[config.mk]
export PLATFORM = sky130hd
export DESIGN_NAME = decode_stage
export DESIGN_NICKNAME = d
export VERILOG_FILES = /design/src/rtl/decode_stage_pkg.sv /design/src/rtl/operand_forward.sv /design/src/rtl/decode_stage.sv
export SDC_FILE = /design/constraint.sdc
export NUM_CORES = 1
export LEC_CHECK = 0
export CAP_MARGIN = 20
export CORE_ASPECT_RATIO = 0.6
export CORE_MARGIN = 1
export CORE_UTILIZATION = 37
export CTS_CLUSTER_SIZE = 20
export DETAILED_ROUTE_END_ITERATION = 10
export PLACE_DENSITY = 0.81
export RECOVER_POWER = 50
export SLEW_MARGIN = 20
export SYNTH_ARGS = -nofsm -noshare
export SYNTH_HDL_FRONTEND = slang
export SYNTH_SLANG_ARGS = --single-unit
[constraint.sdc]
create_clock -name clock -period 3.5 [get_ports clock]
set_clock_uncertainty 0.1 [all_clocks]
set_input_delay 0.875 -clock clock [delete_from_list [all_inputs] [get_ports clock]]
set_output_delay 0.875 -clock clock [all_outputs]
set_load 0.05 [all_outputs]
[src/rtl/decode_stage_pkg.sv]
// Shared definitions for the decode stage.
//   - MIPS-style opcode and SPECIAL funct codes recognised by the decoder.
//   - ALU operator / category codes and their bus widths, shared with the
//     execute stage.
//   - Small helpers mapping instruction fields to ALU operators.
package decode_stage_pkg;

  // Instruction field encodings
  localparam logic [5:0] OPC_SPECIAL = 6'h00;
  localparam logic [5:0] OPC_ANDI    = 6'h0C;
  localparam logic [5:0] OPC_ORI     = 6'h0D;
  localparam logic [5:0] OPC_XORI    = 6'h0E;
  localparam logic [5:0] OPC_LUI     = 6'h0F;

  localparam logic [5:0] FN_SLL = 6'h00;
  localparam logic [5:0] FN_SRL = 6'h02;
  localparam logic [5:0] FN_SRA = 6'h03;
  localparam logic [5:0] FN_AND = 6'h24;
  localparam logic [5:0] FN_OR  = 6'h25;
  localparam logic [5:0] FN_XOR = 6'h26;
  localparam logic [5:0] FN_NOR = 6'h27;

  // ALU bus widths and codes
  localparam int ALU_OP_WIDTH  = 4;
  localparam int ALU_CAT_WIDTH = 2;

  localparam logic [ALU_OP_WIDTH-1:0] ALU_OP_NOP = 4'd0;
  localparam logic [ALU_OP_WIDTH-1:0] ALU_OP_AND = 4'd1;
  localparam logic [ALU_OP_WIDTH-1:0] ALU_OP_OR  = 4'd2;
  localparam logic [ALU_OP_WIDTH-1:0] ALU_OP_XOR = 4'd3;
  localparam logic [ALU_OP_WIDTH-1:0] ALU_OP_NOR = 4'd4;
  localparam logic [ALU_OP_WIDTH-1:0] ALU_OP_SLL = 4'd5;
  localparam logic [ALU_OP_WIDTH-1:0] ALU_OP_SRL = 4'd6;
  localparam logic [ALU_OP_WIDTH-1:0] ALU_OP_SRA = 4'd7;
  localparam logic [ALU_OP_WIDTH-1:0] ALU_OP_LUI = 4'd8;

  localparam logic [ALU_CAT_WIDTH-1:0] ALU_CAT_NOP   = 2'd0;
  localparam logic [ALU_CAT_WIDTH-1:0] ALU_CAT_LOGIC = 2'd1;
  localparam logic [ALU_CAT_WIDTH-1:0] ALU_CAT_SHIFT = 2'd2;

  // Operator for a SPECIAL funct; unknown functs map to NOP.
  function automatic logic [ALU_OP_WIDTH-1:0] alu_op_for_funct(input logic [5:0] funct);
    case (funct)
      FN_AND:  return ALU_OP_AND;
      FN_OR:   return ALU_OP_OR;
      FN_XOR:  return ALU_OP_XOR;
      FN_NOR:  return ALU_OP_NOR;
      FN_SLL:  return ALU_OP_SLL;
      FN_SRL:  return ALU_OP_SRL;
      FN_SRA:  return ALU_OP_SRA;
      default: return ALU_OP_NOP;
    endcase
  endfunction

  // Operator for an immediate logic opcode; anything else maps to NOP.
  function automatic logic [ALU_OP_WIDTH-1:0] alu_op_for_imm(input logic [5:0] opcode);
    case (opcode)
      OPC_ANDI: return ALU_OP_AND;
      OPC_ORI:  return ALU_OP_OR;
      OPC_XORI: return ALU_OP_XOR;
      default:  return ALU_OP_NOP;
    endcase
  endfunction

endpackage

[src/rtl/operand_forward.sv]
// Operand source selection for one register-file read port.
// Ports:
//   read_enable/read_addr/read_result   - this port's register-file access
//   ex_*                                - EX-stage result (loads not forwardable)
//   mem_*                               - MEM-stage result
//   operand                             - selected value (0 when port disabled)
// Priority: $0 reads as zero, then EX, then MEM, then the register file.
module operand_forward #(
  parameter int DATA_WIDTH     = 32,
  parameter int REG_ADDR_WIDTH = 5
) (
  input  logic                      read_enable,
  input  logic [REG_ADDR_WIDTH-1:0] read_addr,
  input  logic [DATA_WIDTH-1:0]     read_result,
  input  logic                      ex_write_enable,
  input  logic                      ex_is_load,
  input  logic [REG_ADDR_WIDTH-1:0] ex_write_addr,
  input  logic [DATA_WIDTH-1:0]     ex_write_data,
  input  logic                      mem_write_enable,
  input  logic [REG_ADDR_WIDTH-1:0] mem_write_addr,
  input  logic [DATA_WIDTH-1:0]     mem_write_data,
  output logic [DATA_WIDTH-1:0]     operand
);

  always_comb begin
    operand = '0;
    if (!read_enable || read_addr == '0) begin
      operand = '0;
    end else if (ex_write_enable && !ex_is_load && ex_write_addr == read_addr) begin
      // A load in EX has no data yet; the hazard logic stalls that case.
      operand = ex_write_data;
    end else if (mem_write_enable && mem_write_addr == read_addr) begin
      operand = mem_write_data;
    end else begin
      operand = read_result;
    end
  end

endmodule

[src/rtl/decode_stage.sv]
// Decode stage: decodes one instruction per cycle, reads the register file
// combinationally, forwards from EX/MEM, detects load-use hazards and
// registers the decoded bundle for the execute stage.
// Ports:
//   clock, reset (sync, active-high)
//   in_valid/in_ready, program_counter, instruction  - fetch side
//   read_enable1/2, read_addr1/2, read_result1/2      - register file
//   ex_*, mem_*                                       - forwarding sources
//   flush                                             - drop input and held output
//   out_valid/out_ready + decoded bundle              - execute side
//   stall_count                                       - saturating load-use stall count
//
// Handshake: a transfer happens on a rising edge where valid and ready are both
// high. A producer holding valid keeps its payload stable until the transfer;
// ready may depend combinationally on valid, valid never depends on ready.
module decode_stage
  import decode_stage_pkg::*;
#(
  parameter int DATA_WIDTH      = 32,
  parameter int REG_ADDR_WIDTH  = 5,
  parameter int STALL_CNT_WIDTH = 16
) (
  input  logic                       clock,
  input  logic                       reset,
  input  logic                       in_valid,
  output logic                       in_ready,
  input  logic [31:0]                program_counter,
  input  logic [31:0]                instruction,
  output logic                       read_enable1,
  output logic [REG_ADDR_WIDTH-1:0]  read_addr1,
  output logic                       read_enable2,
  output logic [REG_ADDR_WIDTH-1:0]  read_addr2,
  input  logic [DATA_WIDTH-1:0]      read_result1,
  input  logic [DATA_WIDTH-1:0]      read_result2,
  input  logic                       ex_write_enable,
  input  logic                       ex_is_load,
  input  logic [REG_ADDR_WIDTH-1:0]  ex_write_addr,
  input  logic [DATA_WIDTH-1:0]      ex_write_data,
  input  logic                       mem_write_enable,
  input  logic [REG_ADDR_WIDTH-1:0]  mem_write_addr,
  input  logic [DATA_WIDTH-1:0]      mem_write_data,
  input  logic                       flush,
  output logic                       out_valid,
  input  logic                       out_ready,
  output logic [31:0]                out_pc,
  output logic [ALU_OP_WIDTH-1:0]    alu_operator,
  output logic [ALU_CAT_WIDTH-1:0]   alu_category,
  output logic [DATA_WIDTH-1:0]      alu_operand1,
  output logic [DATA_WIDTH-1:0]      alu_operand2,
  output logic                       write_enable,
  output logic [REG_ADDR_WIDTH-1:0]  write_addr,
  output logic                       invalid_inst,
  output logic [STALL_CNT_WIDTH-1:0] stall_count
);

  // Instruction fields
  logic [5:0]  opcode, funct;
  logic [4:0]  rs, rt, rd, shamt;
  logic [15:0] imm16;

  assign opcode = instruction[31:26];
  assign rs     = instruction[25:21];
  assign rt     = instruction[20:16];
  assign rd     = instruction[15:11];
  assign shamt  = instruction[10:6];
  assign funct  = instruction[5:0];
  assign imm16  = instruction[15:0];

  // Decode
  logic                      dec_re1, dec_re2, dec_we, dec_inv;
  logic [REG_ADDR_WIDTH-1:0] dec_wa;
  logic [ALU_OP_WIDTH-1:0]   dec_op;
  logic [ALU_CAT_WIDTH-1:0]  dec_cat;
  logic [DATA_WIDTH-1:0]     dec_const1, dec_const2;

  always_comb begin
    dec_re1    = 1'b0;
    dec_re2    = 1'b0;
    dec_we     = 1'b0;
    dec_inv    = 1'b0;
    dec_wa     = '0;
    dec_op     = ALU_OP_NOP;
    dec_cat    = ALU_CAT_NOP;
    dec_const1 = '0;
    dec_const2 = '0;
    // The all-zero word is the canonical NOP (it would otherwise be SLL $0).
    if (instruction != 32'h0) begin
      case (opcode)
        OPC_SPECIAL: begin
          case (funct)
            FN_AND, FN_OR, FN_XOR, FN_NOR: begin
              dec_re1 = 1'b1;
              dec_re2 = 1'b1;
              dec_we  = 1'b1;
              dec_wa  = REG_ADDR_WIDTH'(rd);
              dec_op  = alu_op_for_funct(funct);
              dec_cat = ALU_CAT_LOGIC;
            end
            FN_SLL, FN_SRL, FN_SRA: begin
              // Shift amount rides on operand1, the shifted value on operand2.
              dec_re2    = 1'b1;
              dec_we     = 1'b1;
              dec_wa     = REG_ADDR_WIDTH'(rd);
              dec_op     = alu_op_for_funct(funct);
              dec_cat    = ALU_CAT_SHIFT;
              dec_const1 = DATA_WIDTH'(shamt);
            end
            default: dec_inv = 1'b1;
          endcase
        end
        OPC_ANDI, OPC_ORI, OPC_XORI: begin
          dec_re1    = 1'b1;
          dec_we     = 1'b1;
          dec_wa     = REG_ADDR_WIDTH'(rt);
          dec_op     = alu_op_for_imm(opcode);
          dec_cat    = ALU_CAT_LOGIC;
          dec_const2 = DATA_WIDTH'(imm16);
        end
        OPC_LUI: begin
          dec_we     = 1'b1;
          dec_wa     = REG_ADDR_WIDTH'(rt);
          dec_op     = ALU_OP_LUI;
          dec_cat    = ALU_CAT_LOGIC;
          dec_const2 = DATA_WIDTH'({imm16, 16'h0000});
        end
        default: dec_inv = 1'b1;
      endcase
    end
  end

  // Register-file read ports; reset silences them so no hazard or read
  // activity leaks out while the pipeline is being cleared.
  logic re1, re2;
  assign re1          = dec_re1 & ~reset;
  assign re2          = dec_re2 & ~reset;
  assign read_enable1 = re1;
  assign read_enable2 = re2;
  assign read_addr1   = re1 ? REG_ADDR_WIDTH'(rs) : '0;
  assign read_addr2   = re2 ? REG_ADDR_WIDTH'(rt) : '0;

  logic [DATA_WIDTH-1:0] fwd_operand1, fwd_operand2;

  operand_forward #(
    .DATA_WIDTH    (DATA_WIDTH),
    .REG_ADDR_WIDTH(REG_ADDR_WIDTH)
  ) u_fwd1 (
    .read_enable     (re1),
    .read_addr       (read_addr1),
    .read_result     (read_result1),
    .ex_write_enable (ex_write_enable),
    .ex_is_load      (ex_is_load),
    .ex_write_addr   (ex_write_addr),
    .ex_write_data   (ex_write_data),
    .mem_write_enable(mem_write_enable),
    .mem_write_addr  (mem_write_addr),
    .mem_write_data  (mem_write_data),
    .operand         (fwd_operand1)
  );

  operand_forward #(
    .DATA_WIDTH    (DATA_WIDTH),
    .REG_ADDR_WIDTH(REG_ADDR_WIDTH)
  ) u_fwd2 (
    .read_enable     (re2),
    .read_addr       (read_addr2),
    .read_result     (read_result2),
    .ex_write_enable (ex_write_enable),
    .ex_is_load      (ex_is_load),
    .ex_write_addr   (ex_write_addr),
    .ex_write_data   (ex_write_data),
    .mem_write_enable(mem_write_enable),
    .mem_write_addr  (mem_write_addr),
    .mem_write_data  (mem_write_data),
    .operand         (fwd_operand2)
  );

  logic [DATA_WIDTH-1:0] dec_operand1, dec_operand2;
  assign dec_operand1 = re1 ? fwd_operand1 : dec_const1;
  assign dec_operand2 = re2 ? fwd_operand2 : dec_const2;

  // Load-use hazard: the EX load result is not available for forwarding yet.
  logic hazard;
  assign hazard = in_valid && ex_is_load && ex_write_enable && (ex_write_addr != '0) &&
                  ((re1 && read_addr1 == ex_write_addr) || (re2 && read_addr2 == ex_write_addr));

  // Output register
  logic                       out_valid_q, out_valid_d;
  logic [31:0]                out_pc_q, out_pc_d;
  logic [ALU_OP_WIDTH-1:0]    alu_operator_q, alu_operator_d;
  logic [ALU_CAT_WIDTH-1:0]   alu_category_q, alu_category_d;
  logic [DATA_WIDTH-1:0]      alu_operand1_q, alu_operand1_d;
  logic [DATA_WIDTH-1:0]      alu_operand2_q, alu_operand2_d;
  logic                       write_enable_q, write_enable_d;
  logic [REG_ADDR_WIDTH-1:0]  write_addr_q, write_addr_d;
  logic                       invalid_inst_q, invalid_inst_d;
  logic [STALL_CNT_WIDTH-1:0] stall_count_q, stall_count_d;

  logic advance, load_inst, load_bubble;
  assign advance     = out_ready || !out_valid_q;
  assign load_inst   = !flush && advance && in_valid && !hazard;
  // Flush discards the held bundle even when downstream is stalled.
  assign load_bubble = flush || (advance && !load_inst);
  assign in_ready    = !reset && !flush && advance && !hazard;

  always_comb begin
    out_valid_d    = out_valid_q;
    out_pc_d       = out_pc_q;
    alu_operator_d = alu_operator_q;
    alu_category_d = alu_category_q;
    alu_operand1_d = alu_operand1_q;
    alu_operand2_d = alu_operand2_q;
    write_enable_d = write_enable_q;
    write_addr_d   = write_addr_q;
    invalid_inst_d = invalid_inst_q;
    if (load_inst) begin
      out_valid_d    = 1'b1;
      out_pc_d       = program_counter;
      alu_operator_d = dec_op;
      alu_category_d = dec_cat;
      alu_operand1_d = dec_operand1;
      alu_operand2_d = dec_operand2;
      write_enable_d = dec_we;
      write_addr_d   = dec_wa;
      invalid_inst_d = dec_inv;
    end else if (load_bubble) begin
      out_valid_d    = 1'b0;
      out_pc_d       = '0;
      alu_operator_d = ALU_OP_NOP;
      alu_category_d = ALU_CAT_NOP;
      alu_operand1_d = '0;
      alu_operand2_d = '0;
      write_enable_d = 1'b0;
      write_addr_d   = '0;
      invalid_inst_d = 1'b0;
    end
    stall_count_d = stall_count_q;
    if (hazard && stall_count_q != '1) begin
      stall_count_d = stall_count_q + STALL_CNT_WIDTH'(1);
    end
  end

  always_ff @(posedge clock) begin
    if (reset) begin
      out_valid_q    <= 1'b0;
      out_pc_q       <= '0;
      alu_operator_q <= ALU_OP_NOP;
      alu_category_q <= ALU_CAT_NOP;
      alu_operand1_q <= '0;
      alu_operand2_q <= '0;
      write_enable_q <= 1'b0;
      write_addr_q   <= '0;
      invalid_inst_q <= 1'b0;
      stall_count_q  <= '0;
    end else begin
      out_valid_q    <= out_valid_d;
      out_pc_q       <= out_pc_d;
      alu_operator_q <= alu_operator_d;
      alu_category_q <= alu_category_d;
      alu_operand1_q <= alu_operand1_d;
      alu_operand2_q <= alu_operand2_d;
      write_enable_q <= write_enable_d;
      write_addr_q   <= write_addr_d;
      invalid_inst_q <= invalid_inst_d;
      stall_count_q  <= stall_count_d;
    end
  end

  assign out_valid    = out_valid_q;
  assign out_pc       = out_pc_q;
  assign alu_operator = alu_operator_q;
  assign alu_category = alu_category_q;
  assign alu_operand1 = alu_operand1_q;
  assign alu_operand2 = alu_operand2_q;
  assign write_enable = write_enable_q;
  assign write_addr   = write_addr_q;
  assign invalid_inst = invalid_inst_q;
  assign stall_count  = stall_count_q;

endmodule
==> load_flow_metrics.sql <==
INSERT INTO impl_metrics (metric_group, metric, value, unit) VALUES
('critical_path', 'endpoint_required_time_on_the_critical_path', '2.52', 'ns'),
('critical_path', 'most_common_cell_type_on_the_critical_path', 'sky130_fd_sc_hd__or4_4', ''),
('logic_synthesis', 'synth_top_cells_by_count', 'sky130_fd_sc_hd__dfxtp_1, sky130_fd_sc_hd__nor2_1, sky130_fd_sc_hd__a22oi_1', ''),
('global_route', 'antenna_found_initial', '0', ''),
('sta', 'setup_viol', '9', ''),
('critical_path', 'crit_path_start', 'instruction[30]', ''),
('die', 'fp.coreArea', '0.0181', 'mm²'),
('cells_and_area', 'final_net_count', '1472', ''),
('clock_tree', 'clock_latency', '0.42', 'ns'),
('critical_path', 'crit_buf_inv', '2', ''),
('power_and_ir_drop', 'static-leakage-power', '5.27', 'nW'),
('clock_tree', 'cts_htree_levels', '4', ''),
('hold_path', 'hold_start', 'write_enable', ''),
('logic_synthesis', 'synth_area_leaders', 'sky130_fd_sc_hd__dfxtp_1, sky130_fd_sc_hd__a22oi_1, sky130_fd_sc_hd__nor2_1, sky130_fd_sc_hd__mux2i_1, sky130_fd_sc_hd__o21ai_0', ''),
('die', 'initial_core_util', '0.379', ''),
('sta', 'fmaxAchievable', '272', 'MHz'),
('cells_and_area', 'areaGrowthSynthToFinish', '80.7', '%'),
('critical_path', 'timing.critical_path.to_type', 'primary output', ''),
('placement', 'place_hpwl', '23800', 'µm'),
('logic_synthesis', 'synth.cell_area', '0.00686', 'mm²'),
('drt', 'drtAntennaViolNets', '0', ''),
('sta', 'layout_worst_path_cycle_share', '1.05', ''),
('die', 'chipHeight', '107', 'µm'),
('drt', 'routed_wl', '32100', 'µm'),
('cells_and_area', 'multi_input_comb_area', '0.00431', 'mm²'),
('clock_tree', 'cts_tree', 'built', ''),
('critical_path', 'cp_top_family', 'simple AND/OR/NAND/NOR gates', ''),
('drt', 'vias', '8743', ''),
('placement', 'placer_s_final_routability_congestion_estimate', '0.911', ''),
('cells_and_area', 'layout-drive-gt1-share', '0.192', ''),
('cells_and_area', 'antenna_cells_inserted', '0', ''),
('critical_path', 'ff2ff_path_depth', '9', ''),
('sta', 'timing.slew.headroom', '0.603', ''),
('clock_tree', 'buffer_type_at_the_clock_tree_root', 'sky130_fd_sc_hd__clkbuf_16', ''),
('die', 'die_x', '178', 'µm'),
('logic_synthesis', 'syn_avg_cell_area', '8.19', 'µm²'),
('drt', 'detail_route.vias_per_cell', '5.77', ''),
('sta', 'timing.final.ws_setup', '-0.173', 'ns'),
('logic_synthesis', 'synthDominantCellAreaShare', '0.368', ''),
('sta', 'totalNegativeSetupSlack', '-0.313', 'ns'),
('clock_tree', 'tritoncts.num_buffers', '17', ''),
('critical_path', 'total_stage_count_of_the_critical_path', '7', ''),
('clock_tree', 'cts.reportedPaths.clkPinSlew', '0.06', 'ns'),
('logic_synthesis', 'synth_cell_type_count', '62', ''),
('global_route', 'first_pass_grt_wire_length', '47000', 'µm'),
('logic_synthesis', 'number_of_enable_flip_flop_cells_after_synthesis', '0', ''),
('drt', 'first_pass_iters', '5', ''),
('run_status', 'status', 'complete, but fails checks', ''),
('global_route', 'grt_start_max_net_pins', '65', ''),
('critical_path', 'critPathArrivalTime', '2.70', 'ns'),
('logic_synthesis', 'ys_seq_elements', '126', ''),
('logic_synthesis', 'synth_async_sr_flop_share', '0', ''),
('logic_synthesis', 'yosysSeqAreaShare', '0.368', ''),
('flow_run', 'drv.max_cap_violation_count', '0', ''),
('hold_path', 'min_delay_path_class', 'reg -> reg', ''),
('power_and_ir_drop', 'power_density', '327', 'mW/mm²'),
('power_and_ir_drop', 'p_total', '4.05', 'mW'),
('power_and_ir_drop', 'power.ir.vdd_worst', '287', 'µV'),
('global_route', 'via_count_of_the_first_global_routing_pass', '8315', ''),
('clock_tree', 'cts_buffer_depth', '2', ''),
('logic_synthesis', 'post-synth-top-area-cell', 'sky130_fd_sc_hd__dfxtp_1', ''),
('critical_path', 'startpoint_type', 'primary input', ''),
('logic_synthesis', 'count_leader_synth', 'sky130_fd_sc_hd__dfxtp_1', ''),
('critical_path', 'path_cells', 'buf_6 > or4_4 > or4_4 > nand3_4 > o31ai_4 > nor4_4 > buf_12', ''),
('die', 'io_pins', '349', ''),
('run_status', 'violations_in_the_final_reports', 'setup timing', ''),
('global_route', 'aggregate_global_route_resource_usage', '0.325', ''),
('logic_synthesis', 'dominantRegCellSynth', 'sky130_fd_sc_hd__dfxtp_1', ''),
('clock_tree', 'clock-sinks', '126', ''),
('die', 'core.rowCount', '38', ''),
('sta', 'rsz_0062_raised_after_global_routing', 'yes', '');
-- tightest hold or removal path, delay by kind of cell (launching register included) --
kind	cells	cell delay, ns
AO/OA/AOI/OAI	1	0.06
flip-flops	1	0.30
AND/OR/NAND/NOR	1	0.05
-- where the power goes --
group / internal [mW] / total [mW] / switching, mW
sequential: 1.45 / 1.45 / 0.00645
combinational: 0.363 / 0.683 / 0.320
clock: 1.09 / 1.91 / 0.822
total: 2.90 / 4.05 / 1.15
-- path summary, 6_finish.rpt --
| kind | slack, ns | to |
|---|---|---|
| worst max-delay path | -0.17 | in_ready |
| worst min-delay path | 0.36 | write_enable |
| worst max register to register | 0.82 | stall_count[2] |
| worst min register to register | 0.36 | write_enable |
-- final cells by class --
cell class	count	share of cell area
clock inverter	15	0.0154
multi-input combinational	635	0.348
inverter	7	0.00242
clock buffer	17	0.0343
tap	240	0.0242
sequential	126	0.203
timing repair buffer	474	0.372
-- kinds of logic after synthesis --
family / after synthesis / share of synthesized area
muxes: 33 / 0.0481
xor gates and xnor gates: 24 / 0.0306
and+or+nand+nor: 290 / 0.218
AOI/OAI and AO/OA: 287 / 0.285
buffers and inverters: 77 / 0.0491
adders and majority gates: 1 / 0.00182
DFF: 126 / 0.368
-- metal layers --
metal | global-route usage | vias to the layer above | share of wire
met1 | 0.434 | 4225 | 0.43
met2 | 0.522 | 460 | 0.46
met3 | 0.0791 | 45 | 0.094
li1 | - | 4013 | -
met5 | 0 | - | 0
met4 | 0.0806 | 0 | 0.019
-- metrics by stage --
step / hold WS (ns) / std cells / cell area (µm²) / worst slack (ns)
finish: 0.360 / 1514 / 12400 / -0.173
global route: 0.380 / 1514 / 12400 / -0.210
CTS: 0.367 / 1507 / 12200 / -0.168
detailed placement: 0.358 / 1466 / 11400 / -0.695
global placement: 0.342 / 1466 / 11400 / -0.655
floorplan: 0.571 / 838 / 6950 / -0.481
-- flip-flops by register name, summed over array words and instances (netlist names) --
register / cells
out_valid: 1
invalid_inst: 1
alu_operand1: 32
stall_count: 16
out_pc: 32
alu_operand2: 32
alu_operator: 4
write_addr: 5
write_enable: 1
alu_category: 2
-- timing repair --
| item | CTS | global route |
|---|---|---|
| pin swaps | 19 | 13 |
| hold buffers | 0 | 0 |
| hold endpoints to repair | 0 | 0 |
| setup endpoints to repair | 73 | 11 |
| resized for setup | 91 | 51 |
| setup buffers | 9 | 7 |
-- cell usage in the layout, fill, tap and decap left out, drive strengths merged, types with 7 or more instances in the layout --
cell             n
o32ai           18
nor3            43
dfxtp          126
o21ai           75
or4              7
or3             10
and2            11
buf            151
mux2i           33
nand2           24
a22o            31
nor4             8
nand4           10
a22oi           79
dlygate4sd3    126
nand3           21
inv             16
a211oi          10
xor2            18
a21oi           45
nor2           106
clkdlybuf4s50  176
and3            27
clkbuf          22
Note: power is estimated with default switching activity, not from simulation.
